## src/rtl/cla_pipe_adder.sv

```systemverilog
// cla_pipe_adder
//   Pipelined WIDTH-bit carry-lookahead adder/subtractor with a valid/ready
//   stream interface. The operand is cut into STAGES slices of WIDTH/STAGES
//   bits. Each slice is built from BLOCK-bit lookahead groups whose carries
//   ripple from group to group. The carry is registered between slices.
//
//   Optional build macro:
//     CLA_PIPE_SAT_EN  the last stage saturates sum on signed overflow
//                      (0x7F..F for positive, 0x80..0 for negative overflow).
//                      When it is undefined, sum wraps modulo 2^WIDTH.
//
//   Ports:
//     clk        clock, rising edge
//     rst        synchronous active-high reset
//     in_valid   operand beat valid
//     in_ready   a beat can be accepted this cycle (= !out_valid || out_ready)
//     a, b       operands [WIDTH-1:0]
//     cin        carry-in, ignored when sub=1
//     sub        1: a-b, 0: a+b+cin
//     out_valid  result beat valid
//     out_ready  downstream accepts the result
//     sum        result [WIDTH-1:0]
//     cout       carry out of the MSB (for sub: 1 = no borrow)
//     ovf        two's-complement signed overflow
//
//   Parameters: WIDTH (divisible by STAGES*BLOCK), STAGES (>=1), BLOCK.
//   Latency: a beat accepted at edge k is presented after edge k+STAGES-1.

module cla_pipe_adder #(
  parameter int WIDTH  = 16,
  parameter int STAGES = 2,
  parameter int BLOCK  = 4
) (
  input  logic             clk,
  input  logic             rst,
  input  logic             in_valid,
  output logic             in_ready,
  input  logic [WIDTH-1:0] a,
  input  logic [WIDTH-1:0] b,
  input  logic             cin,
  input  logic             sub,
  output logic             out_valid,
  input  logic             out_ready,
  output logic [WIDTH-1:0] sum,
  output logic             cout,
  output logic             ovf
);

  localparam int SW = WIDTH / STAGES;  // bits per slice
  localparam int NG = SW / BLOCK;      // lookahead groups per slice
  localparam int L  = STAGES - 1;      // index of the last stage

  // One slice: lookahead carries inside each BLOCK-bit group, ripple
  // between groups. Returns {carry out, slice sum}.
  function automatic logic [SW:0] slice_add(input logic [SW-1:0] x,
                                            input logic [SW-1:0] y,
                                            input logic          ci);
    logic [SW-1:0] p, g, c;
    logic [NG:0]   gc;
    logic          cj, pp;
    p     = x ^ y;
    g     = x & y;
    c     = '0;
    gc    = '0;
    gc[0] = ci;
    for (int unsigned j = 0; j < NG; j++) begin
      // k == BLOCK yields the group carry out (group G | group P & cin).
      for (int unsigned k = 0; k <= BLOCK; k++) begin
        cj = 1'b0;
        pp = 1'b1;
        // Sum of products: g[m-1] & p[k-1:m] for each m, then P & cin.
        for (int unsigned m = k; m > 0; m--) begin
          cj = cj | (pp & g[j*BLOCK + m - 1]);
          pp = pp & p[j*BLOCK + m - 1];
        end
        cj = cj | (pp & gc[j]);
        if (k < BLOCK) c[j*BLOCK + k] = cj;
        else           gc[j+1]        = cj;
      end
    end
    return {gc[NG], p ^ c};
  endfunction

  // Pipeline registers. Operand registers hold the still-unused upper bits
  // shifted down, so the low SW bits are always the next slice's inputs.
  // The completed-sum register shifts right by SW per stage with each new
  // slice entering at the top; after the last stage it is bit-aligned.
  logic [STAGES-1:0] vr;
  logic [WIDTH-1:0]  ar [STAGES];
  logic [WIDTH-1:0]  br [STAGES];
  logic [WIDTH-1:0]  sr [STAGES];
  logic              cr [STAGES];

  // Per-stage combinational inputs and results.
  logic [WIDTH-1:0]  xa [STAGES];
  logic [WIDTH-1:0]  xb [STAGES];
  logic              xc [STAGES];
  logic              xv [STAGES];
  logic [SW:0]       so [STAGES];
  logic [WIDTH-1:0]  ns [STAGES];

  logic              adv;
  logic              ovf_n;
  logic [WIDTH-1:0]  sum_n;

  assign adv       = !out_valid || out_ready;
  assign in_ready  = adv;
  assign out_valid = vr[L];

  for (genvar s = 0; s < STAGES; s++) begin : g_stg
    if (s == 0) begin : g_src
      assign xa[s] = a;
      assign xb[s] = b ^ {WIDTH{sub}};
      assign xc[s] = sub | cin;
      assign xv[s] = in_valid;
      assign ns[s] = WIDTH'({so[s][SW-1:0], {WIDTH{1'b0}}} >> SW);
    end else begin : g_src
      assign xa[s] = ar[s-1];
      assign xb[s] = br[s-1];
      assign xc[s] = cr[s-1];
      assign xv[s] = vr[s-1];
      assign ns[s] = WIDTH'({so[s][SW-1:0], sr[s-1]} >> SW);
    end
    assign so[s] = slice_add(xa[s][SW-1:0], xb[s][SW-1:0], xc[s]);
  end

  // The last slice sees the operand MSBs, so overflow is decided there on
  // the raw sum.
  assign ovf_n = (xa[L][SW-1] == xb[L][SW-1]) && (so[L][SW-1] != xa[L][SW-1]);

`ifdef CLA_PIPE_SAT_EN
  always_comb begin
    sum_n = ns[L];
    if (ovf_n)
      sum_n = xa[L][SW-1] ? {1'b1, {(WIDTH-1){1'b0}}} : {1'b0, {(WIDTH-1){1'b1}}};
  end
`else
  assign sum_n = ns[L];
`endif

  // Datapath stage registers load only for valid beats; bubbles leave them
  // untouched since the valid bits alone mark occupancy.
  always_ff @(posedge clk) begin
    for (int unsigned s = 0; s < STAGES; s++) begin
      if (adv && xv[s]) begin
        ar[s] <= xa[s] >> SW;
        br[s] <= xb[s] >> SW;
        cr[s] <= so[s][SW];
        sr[s] <= ns[s];
      end
    end
  end

  always_ff @(posedge clk) begin
    if (rst) begin
      vr   <= '0;
      sum  <= '0;
      cout <= 1'b0;
      ovf  <= 1'b0;
    end else if (adv) begin
      for (int unsigned s = 0; s < STAGES; s++)
        vr[s] <= xv[s];
      if (xv[L]) begin
        sum  <= sum_n;
        cout <= so[L][SW];
        ovf  <= ovf_n;
      end
    end
  end

endmodule

```

## config.mk

```make
export PLATFORM = sky130hd
export DESIGN_NAME = cla_pipe_adder
export DESIGN_NICKNAME = d
export VERILOG_FILES = /design/src/rtl/cla_pipe_adder.sv
export SDC_FILE = /design/constraint.sdc
export NUM_CORES = 1
export LEC_CHECK = 0
export ABC_AREA = 1
export BUFFER_PORTS_ARGS = -buffer_cell sky130_fd_sc_hd__buf_2
export CAP_MARGIN = 20
export CORE_MARGIN = 4
export CORE_UTILIZATION = 45
export DETAILED_ROUTE_END_ITERATION = 7
export PLACE_DENSITY = 0.66
export SKIP_CTS_REPAIR_TIMING = 1
export SLEW_MARGIN = 20
export SYNTH_ARGS = -nofsm -noshare
export SYNTH_HDL_FRONTEND = slang
export SYNTH_SLANG_ARGS = --single-unit
```

## constraint.sdc

```tcl
create_clock -name clk -period 4 [get_ports clk]
set_clock_uncertainty 0.15 [all_clocks]
set_input_delay 0.4 -clock clk [delete_from_list [all_inputs] [get_ports clk]]
set_output_delay 0.4 -clock clk [all_outputs]
set_load 0.02 [all_outputs]
```

==> results.py <==
metrics = {
    "power_and_ir_drop": {
        "p_switching_w": 0.000304,
        "comb_power_share_pct": 22.5,
        "ir_drop_uv": 166,
        "power_w": 0.00109,
        "pwr-share-seq_pct": 51.5,
        "switching_share_pct": 27.9,
        "cellLeakagePower_nw": 1.33,
        "internal-power_w": 0.000784,
        "clkPwrFrac_pct": 26.0,
        "pwr_density_cell_nw_per_um2": 395,
    },
    "cts": {
        "clock_path_buffers": 2,
        "cts_tree": "yes",
        "cts.sinks": 45,
        "cts_htree_levels": 2,
        "clk_latency_ps": 290,
        "clkTransAtPathRegs_ps": 80,
        "cts_made_buffers": 5,
        "cts_root_buf": "clkbuf_8",
    },
    "sta": {
        "tns_ps": 0,
        "rsz0062_at_grt": "false",
        "maxSlewHeadroom_pct": 33.9,
        "final-hold-violation-count": 0,
        "fmax_mhz": 423,
        "period_needed_ps": 2360,
        "tightest_slew_ps": 990,
        "finalCritPeriodShare_pct": 59.1,
        "finalSetupViolCount": 0,
        "drv_slew": 0,
    },
    "cells_and_area": {
        "fin_util_pct": 56.8,
        "insertedDiodeCount": 0,
        "final_cell_area_um2": 2750,
        "drive_gt1_share_pct": 23.5,
        "final_common_cell": "buf_2",
        "nets": 355,
        "layout.cells.most_common_list": "buf_2 (57), nand2_1 (31), nor2_1 (31), inv_1 (29), edfxtp_1 (25)",
        "syn2layout_area_growth_pct": 18.5,
    },
    "drt": {
        "drc": 0,
        "wl_um": 4200,
        "vias_per_cell": 4.62,
        "vias": 1685,
        "avgRoutedWirePerCell_um": 11.5,
        "first_iter_violations": 72,
        "first_pass_iters": 4,
        "ant_nets": 0,
    },
    "synthesis": {
        "netlist_area_um2": 2320,
        "yosys-top-cells-area": "edfxtp_1 (32%), dfxtp_1 (17%), ha_1 (8.6%)",
        "yosysSeqAreaShare_pct": 49.5,
        "synth_nets": 297,
        "synth-seq-cells": 45,
        "synthFlopType": "edfxtp_1",
        "synth_top_area_share_pct": 32.3,
        "ys_warn_count": 0,
        "ys_types": 25,
        "synth_edf_count": 25,
        "avgSynthCellArea_um2": 9.72,
        "async_reset_ff_share_pct": 0,
        "syn_inst": 239,
        "synth_top_area_cell": "edfxtp_1",
    },
    "floorplanning": {
        "initial_utilization_pct": 47.9,
        "io_pins": 58,
        "die_y_um": 79.9,
        "chipWidth_um": 79.9,
        "dieArea_um2": 6380,
        "core_area_um2": 4850,
        "num_rows": 25,
    },
    "flow_run": {
        "max-cap-violations": 0,
    },
    "critical_path": {
        "critPathMaxFanout": 17,
        "crit_chain": "buf_2, xor2_1, ha_1, nand2_1, nor2_1, nand2_1, nand4_2, inv_1, fa_1, xnor2_1",
        "critical_path_class": "in2reg",
        "r2r_slack_ps": 1930,
        "cp.required_ps": 3900,
        "crit_top_cell": "nand2_1",
        "cp_slowest_stage_delay_ps": 390,
        "cp_slowest_cell": "buf_2",
        "reg2reg_depth": 8,
        "worst_setup_path_start_kind": "input port",
        "crit_path_end_kind": "flip-flop",
        "critPathArrivalTime_ps": 2260,
    },
    "global_route": {
        "grt_pass1_vias": 1607,
        "grt_start_max_net_pins": 26,
        "grt_remaining_overflow": 0,
        "grt_pass1_wl_um": 7110,
        "grt_usage_pct": 14.5,
        "met1_usage_pct": 17.5,
        "busiest_layer": "met2",
        "use_met2_pct": 24.5,
        "gr-usage-met3_pct": 3.50,
        "antenna_found_initial": 0,
    },
    "place": {
        "dpl-instance-area_um2": 2660,
        "gp_congestion": 0.770,
        "dp_hpwl_um": 3150,
        "io_buffers": 57,
    },
    "run_status": {
        "status": "finished clean",
    },
    "hold_path": {
        "min_path_type": "in2reg",
        "whs_path_depth": 1,
    },
}
-- metrics by stage --
stage,setup slack [ps],hold slack (ps),std cells
after global placement,1360,302,357
after floorplan,1480,294,239
after global routing,1480,116,365
final,1640,130,365
after detailed placement,1310,302,357
after CTS,1630,115,365
-- state kept, by name, indices dropped and copies added, names as in the netlist --
signal	count
ar	8
br	8
cout	1
cr	1
ovf	1
sr	8
sum	16
vr	2
-- per-layer routing --
| layer | part of all wire, % | routed length [µm] |
|---|---|---|
| met3 | 6.4 | 269 |
| met4 | 1.7 | 72 |
| met5 | 0 | 0 |
| met2 | 47 | 1960 |
| met1 | 45 | 1900 |
-- cell type report --
cell class | instances | area, µm²
Tap cell | 67 | 83.8
Sequential cell | 45 | 1150
Fill cell | 449 | 2100
Inverter | 29 | 109
Clock buffer | 8 | 90.1
Timing Repair Buffer | 58 | 293
Multi-Input combinational cell | 158 | 1030
-- kinds of logic after synthesis --
family | after synthesis | synth area share [%]
adder cells (fa/ha/maj) | 20 | 12.1
AND/OR/NAND/NOR | 79 | 14.6
AO/OA/AOI/OAI | 34 | 8.08
buffers and inverters | 36 | 6.30
flip-flops | 45 | 49.5
XOR/XNOR | 25 | 9.42
-- worst max-delay path, delay by kind of cell --
kind / cells / cell delay, ps
simple gates: 4 / 400
fa+ha+maj: 2 / 740
xor+xnor: 2 / 260
buf+inv: 2 / 450
-- Yosys cell counts (all sizes together), types with 3 or more instances --
| master | count |
|---|---|
| xor2 | 20 |
| ha | 16 |
| o21ai | 15 |
| nand3 | 11 |
| a21oi | 14 |
| buf | 4 |
| nand4 | 4 |
| fa | 4 |
| inv | 29 |
| nor2 | 32 |
| nand2 | 31 |
| clkbuf | 3 |
| edfxtp | 25 |
| dfxtp | 20 |
| xnor2 | 5 |
-- worst paths after layout --
check | startpoint | to
worst min register to register | ovf$_SDFFE_PP0P_ | ovf$_SDFFE_PP0P_
worst max-delay path | sub | sr[0][13]$_DFFE_PP_
worst min-delay path | a[9] | ar[0][1]$_DFFE_PP_
worst max register to register | ar[0][3]$_DFFE_PP_ | sum[13]$_SDFFE_PP0P_
-- power by group through the flow --
stage	clock network, W	logic, W	registers, W
6_report	0.000283	0.000244	0.000560
5_1_grt	0.000316	0.000281	0.000564
4_1_cts	0.000294	0.000247	0.000560
3_5_place_dp	0	0.000246	0.000570
3_3_place_gp	0	0.000240	0.000569
2_1_floorplan	0	0.000160	0.000585
Note: power is estimated with default switching activity, not from simulation.
